--- config.mk ---
export PLATFORM = sky130hd
export DESIGN_NAME = wb_conbus_rr
export DESIGN_NICKNAME = d
export VERILOG_FILES = /design/src/rtl/wb_conbus_rr.sv
export SDC_FILE = /design/constraint.sdc
export NUM_CORES = 1
export LEC_CHECK = 0
export CORE_AREA = 5 5 330 332
export CTS_CLUSTER_DIAMETER = 80
export DETAILED_ROUTE_END_ITERATION = 7
export DIE_AREA = 0 0 335 337
export PLACE_DENSITY = 0.32
export REMOVE_ABC_BUFFERS = 1
export SETUP_SLACK_MARGIN = 0.15
export SLEW_MARGIN = 10
export SYNTH_ARGS = -nofsm -noshare
export SYNTH_HDL_FRONTEND = slang
export SYNTH_SLANG_ARGS = --single-unit
export TNS_END_PERCENT = 1
--- constraint.sdc ---
create_clock -name sys_clk -period 7.6 [get_ports sys_clk]
set_clock_uncertainty 0.05 [all_clocks]
set_input_delay 1.52 -clock sys_clk [delete_from_list [all_inputs] [get_ports sys_clk]]
set_output_delay 1.52 -clock sys_clk [all_outputs]
set_load 0.1 [all_outputs]
--- src/rtl/wb_conbus_rr.sv ---
// Shared-bus Wishbone interconnect: NM masters, NS slaves.
// Round-robin arbiter with cycle locking, MSB decode, error watchdog.
module wb_conbus_rr #(
  parameter int NM       = 6,
  parameter int NS       = 8,
  parameter int DATA_W   = 32,
  parameter int ADDR_W   = 32,
  parameter int S_ADDR_W = 4,
  parameter logic [NS*S_ADDR_W-1:0] S_ADDR_MAP = 32'h7654_3210,
  parameter int TIMEOUT  = 255
) (
  input  logic                   sys_clk,
  input  logic                   sys_rst,
  input  logic [NM*DATA_W-1:0]   m_dat_i,
  input  logic [NM*ADDR_W-1:0]   m_adr_i,
  input  logic [NM*3-1:0]        m_cti_i,
  input  logic [NM*DATA_W/8-1:0] m_sel_i,
  input  logic [NM-1:0]          m_we_i,
  input  logic [NM-1:0]          m_cyc_i,
  input  logic [NM-1:0]          m_stb_i,
  output logic [DATA_W-1:0]      m_dat_o,
  output logic [NM-1:0]          m_ack_o,
  output logic [NM-1:0]          m_err_o,
  input  logic [NS*DATA_W-1:0]   s_dat_i,
  input  logic [NS-1:0]          s_ack_i,
  input  logic [NS-1:0]          s_err_i,
  output logic [DATA_W-1:0]      s_dat_o,
  output logic [ADDR_W-1:0]      s_adr_o,
  output logic [2:0]             s_cti_o,
  output logic [DATA_W/8-1:0]    s_sel_o,
  output logic                   s_we_o,
  output logic                   s_cyc_o,
  output logic [NS-1:0]          s_stb_o,
  output logic [NM-1:0]          gnt_o,
  output logic                   tmo_o
);

  localparam int SEL_W = DATA_W / 8;
  localparam int MPW   = (NM > 1) ? $clog2(NM) : 1;
  localparam int SPW   = (NS > 1) ? $clog2(NS) : 1;
  localparam int CW    = (TIMEOUT > 1) ? $clog2(TIMEOUT + 1) : 1;
  localparam logic [CW-1:0] WD_LAST =
    CW'((TIMEOUT > 0) ? TIMEOUT - 1 : 0);

  typedef enum logic {IDLE, OWNED} state_t;

  state_t          state_q, state_d;
  logic [NM-1:0]   gnt_q, gnt_d;
  logic [MPW-1:0]  rr_q, rr_d;
  logic [MPW-1:0]  own_q, own_d;
  logic [CW-1:0]   wd_q, wd_d;
  logic            um_q, um_d;

  logic            bus_cyc, bus_stb;
  logic            hit, sel_v, unmapped;
  logic [SPW-1:0]  sidx;
  logic            s_ack, s_err, tmo;
  logic            int_err, resp_ack, resp_err;
  logic            found;
  int              idx;

  always_ff @(posedge sys_clk) begin
    if (sys_rst) begin
      state_q <= IDLE;
      gnt_q   <= '0;
      rr_q    <= MPW'(NM - 1);
      own_q   <= '0;
      wd_q    <= '0;
      um_q    <= 1'b0;
    end else begin
      state_q <= state_d;
      gnt_q   <= gnt_d;
      rr_q    <= rr_d;
      own_q   <= own_d;
      wd_q    <= wd_d;
      um_q    <= um_d;
    end
  end

  // Search starts one past the last owner so every requester gets a turn.
  always_comb begin
    state_d = state_q;
    gnt_d   = gnt_q;
    rr_d    = rr_q;
    own_d   = own_q;
    found   = 1'b0;
    idx     = 0;
    case (state_q)
      IDLE: begin
        if (|m_cyc_i) begin
          for (int i = 1; i <= NM; i++) begin
            idx = (int'(rr_q) + i) % NM;
            if (!found && m_cyc_i[idx]) begin
              found = 1'b1;
              own_d = MPW'(idx);
            end
          end
          gnt_d        = '0;
          gnt_d[own_d] = 1'b1;
          state_d      = OWNED;
        end
      end
      OWNED: begin
        if (!m_cyc_i[own_q]) begin
          rr_d    = own_q;
          gnt_d   = '0;
          state_d = IDLE;
        end
      end
      default: state_d = IDLE;
    endcase
  end

  always_comb begin
    s_dat_o = '0;
    s_adr_o = '0;
    s_cti_o = '0;
    s_sel_o = '0;
    s_we_o  = 1'b0;
    bus_cyc = 1'b0;
    bus_stb = 1'b0;
    for (int k = 0; k < NM; k++) begin
      if (gnt_q[k]) begin
        s_dat_o = s_dat_o | m_dat_i[k*DATA_W +: DATA_W];
        s_adr_o = s_adr_o | m_adr_i[k*ADDR_W +: ADDR_W];
        s_cti_o = s_cti_o | m_cti_i[k*3 +: 3];
        s_sel_o = s_sel_o | m_sel_i[k*SEL_W +: SEL_W];
        s_we_o  = s_we_o  | m_we_i[k];
        bus_cyc = bus_cyc | m_cyc_i[k];
        bus_stb = bus_stb | m_stb_i[k];
      end
    end
  end

  // Descending scan so the lowest matching slave index wins.
  always_comb begin
    hit  = 1'b0;
    sidx = '0;
    for (int k = NS - 1; k >= 0; k--) begin
      if (s_adr_o[ADDR_W-1 -: S_ADDR_W] ==
          S_ADDR_MAP[k*S_ADDR_W +: S_ADDR_W]) begin
        hit  = 1'b1;
        sidx = SPW'(k);
      end
    end
  end

  assign s_cyc_o  = bus_cyc;
  assign sel_v    = bus_cyc & bus_stb & hit;
  assign unmapped = bus_cyc & bus_stb & ~hit;

  always_comb begin
    s_stb_o = '0;
    if (sel_v) s_stb_o[sidx] = 1'b1;
  end

  assign s_ack   = sel_v & s_ack_i[sidx];
  assign s_err   = sel_v & s_err_i[sidx];
  assign m_dat_o = sel_v ? s_dat_i[sidx*DATA_W +: DATA_W] : '0;

  // Expiry is suppressed when the slave answers in the same cycle.
  assign tmo = (TIMEOUT != 0) && sel_v && !s_ack && !s_err &&
               (wd_q == WD_LAST);

  always_comb begin
    wd_d = wd_q + 1'b1;
    if (TIMEOUT == 0 || !sel_v || s_ack || s_err || tmo ||
        gnt_d != gnt_q)
      wd_d = '0;
  end

  assign um_d = unmapped & ~um_q & (gnt_d == gnt_q);

  assign int_err  = um_q | tmo;
  assign resp_ack = s_ack;
  assign resp_err = ~s_ack & (s_err | int_err);

  assign m_ack_o = gnt_q & {NM{resp_ack}};
  assign m_err_o = gnt_q & {NM{resp_err}};
  assign gnt_o   = gnt_q;
  assign tmo_o   = tmo;

endmodule
==> results.tsv <==
metric	value	unit
logic gate share of total power	95.2	%
crit path DAT	5.80	ns
top-area cell type share of the netlist area	23.46	%
CTS tree	built	
die width	335	um
CTS Buf Count	3	
Power per Cell Area	483.2	nW/um^2
DP Area	17560	sq um
most frequent cells in the layout	clkdlybuf4s50_1, a22oi_1, nand2_1	
Pins Over Slew Limit	0	
initial antenna violation count	30	
total leakage power	5.911	nW
sequential-to-total area share from yosys stat	6.145	%
status	completed	
clock power share	1.3	%
first-pass GRT wire length	111.5	mm
drt first-iter violations	954	
crit-path max FO	22	
clock root cell	clkbuf_16	
WL/cell	25.74	um
CP Launch Type	input port	
vias in the first global route	13460	
Hold EP	wd_q[0]	
H-tree depth	1	
die area	112900	sq um
dpl hpwl	72.04	mm
Switch Pwr	6.143	mW
Synth area leaders	a22oi_1, nand2_1, o221ai_1	
cells along the critical path	clkdlybuf4s50_1 -> a22oi_1 -> and3_1 -> and2_2 -> buf_4 -> o221ai_1 -> a31o_2 -> nand3_1 -> nor2_1 -> nor3_1 -> nor2_1 -> and2_1 -> buf_12	
Initial Util	6.761	%
clock net sink count	22	
Final Hold Viols	0	
Hold Path Class	register to register	
R2R cell count	16	
row cnt	120	
Worst Path Buf+Inv	3	
# setup viols final	0	
Seq cells post-synth	22	
Peak Freq	135.8	MHz
RSZ-0062 raised after global routing	no	
Primary FF master, synth	dfxtp_1	
Global Route Usage Sum	13.74	%
Clock Tree Buf Depth	2	
Post-CTS Setup Bufs	0	
sequential power share	3.4	%
synthesized area per cell	6.337	sq um
# fillers	12170	
register area	462.9	sq um
drt total wl	85.08	mm
# hold bufs at CTS	0	
post-route ant nets	0	
CP Class	input port to primary output	
Synth cell types	78	
# port buffers	849	
pin count of the biggest net entering global routing	66	
placer congestion estimate	0.9138	
CP Capture Type	primary output	
final worst-path cycle share	96.91	%
met2 layer usage reported by global route	23.14	%
vias post-DR	13100	
GR Util met3	4.041	%
M1 GR Usage	17.82	%
max cap viols	0	
nets@finish	2631	
hold depth	1	
post-route setup TNS	0	ns
data required time of the critical path	6.03	ns
area of the multi-input gates	6233	sq um
Mapped Area	7167	sq um
Critical Path Source	m_adr_i[63]	
internal reg-to-reg setup slack	2.41	ns
CTS resizes	0	
Int Pwr	2.386	mW
r2r endpoint	wd_q[4]	
TritonRoute pass-1 iters	5	
core area	106000	sq um
R2R Path Start	rr_q[0]	
Rel. slew slack	20.94	%
Post-synth ARST share	0	%
HP Start	wd_q[0]	
slowest stage delay, CP	0.73	ns
Max rail drop VDD	0.0005237	V
cell mode on critical path	nor2_1	
layout cell share with drive strength beyond 1	8.070	%
switching share of total power	72.03	%
global route overflow	0	
Final min period	7.365	ns
Tightest Pin Transition	1.177	ns
GRT Max-Usage Layer	met2	
Vias/cell	3.964	
EDFF count, synth	0	
delay-heaviest family, CP	simple AND/OR/NAND/NOR gates	
Warnings, synthesis	0	
leading area contributor after synthesis	a22oi_1	
DIE HEIGHT	337	um
commonest non-fill, non-tap cell in the layout	clkdlybuf4s50_1	
clk_lat worst skew	0.26	ns
Cells after Synth	1131	
clock-pin slew on the worst setup and hold paths	0.06	ns
Crit-path slowest cell	nor3_1	
drt drc	0	
I/O pin total	850	
Design Area, Final	17650	sq um
Area growth, synth to finish	146.3	%
power groups by stage:
stage                     Combinational [mW]  Sequential [mW]  Clock (mW)
after CTS                               8.22            0.296       0.118
after global placement                  8.18            0.299           0
after floorplan                         5.21            0.405           0
after global routing                    8.59            0.303       0.122
final                                   8.12            0.292       0.115
after detailed placement                8.20            0.298           0
area by class of cell:
type                    instances  share of cell area, %
diodes                          6                0.08506
multi-input cells             975                  35.32
well taps                    1403                  9.945
flip-flops and latches         22                  2.623
clock buffers                   4                 0.4466
repair buffers                880                  51.27
inverters                      15                 0.3190
Yosys cell counts, types with 9 or more instances:
cell	instances
a22oi_1	224
nand2_1	162
nor2_1	104
clkbuf_1	93
nand3_1	84
a31oi_1	70
o221ai_1	67
a21oi_1	50
dfxtp_1	22
buf_1	21
nor3_1	18
ha_1	16
and2_1	13
inv_1	13
mux2i_1	12
o21ai_0	11
mux2_2	9
logic make-up after synthesis:
| logic type | count (synthesis) | share of synthesized area (%) |
|---|---|---|
| compound gates | 479 | 49.65 |
| simple gates | 449 | 29.33 |
| buf+inv | 134 | 7.367 |
| mux | 22 | 3.404 |
| flops | 22 | 6.145 |
| fa+ha+maj | 16 | 2.793 |
| xor+xnor | 9 | 1.309 |
per-stage QoR:
step           utilization [%]  setup WS [ns]  cells  power, mW  hold WS, ns
6_report                 16.65         0.2348   3305      8.529       0.4545
5_1_grt                  16.65         0.1772   3303      9.016       0.4761
4_1_cts                  16.64         0.3826   3299      8.632       0.4552
3_5_place_dp             16.56         0.4002   3295      8.494       0.4469
3_3_place_gp             16.56         0.4608   3295      8.476       0.4440
2_1_floorplan                -         -5.064   1012      5.618       0.4181
registers in the layout, indices dropped and copies added, names as in the netlist:
signal	cells
wd_q	8
um_q	1
own_q	3
rr_q	3
gnt_o	6
state_q	1
routing by layer:
metal | vias to the layer above | wire length (um) | share of wire [%]
met5 | - | 65 | 0.076
met3 | 68 | 7253 | 8.5
met1 | 6382 | 36550 | 43
met2 | 656 | 39940 | 47
li1 | 5985 | - | -
met4 | 10 | 1267 | 1.5
worst max-delay path by stage:
stage / endpoint / slack (ns) / depth (start not counted)
2_1_floorplan: m_err_o[5] / -5.06 / 10
3_3_place_gp: m_err_o[4] / 0.46 / 13
4_1_cts: m_err_o[1] / 0.38 / 13
6_report: m_err_o[0] / 0.23 / 13
5_1_grt: m_err_o[2] / 0.18 / 13
3_5_place_dp: m_err_o[0] / 0.40 / 13
(Power assumes the default switching activity.)
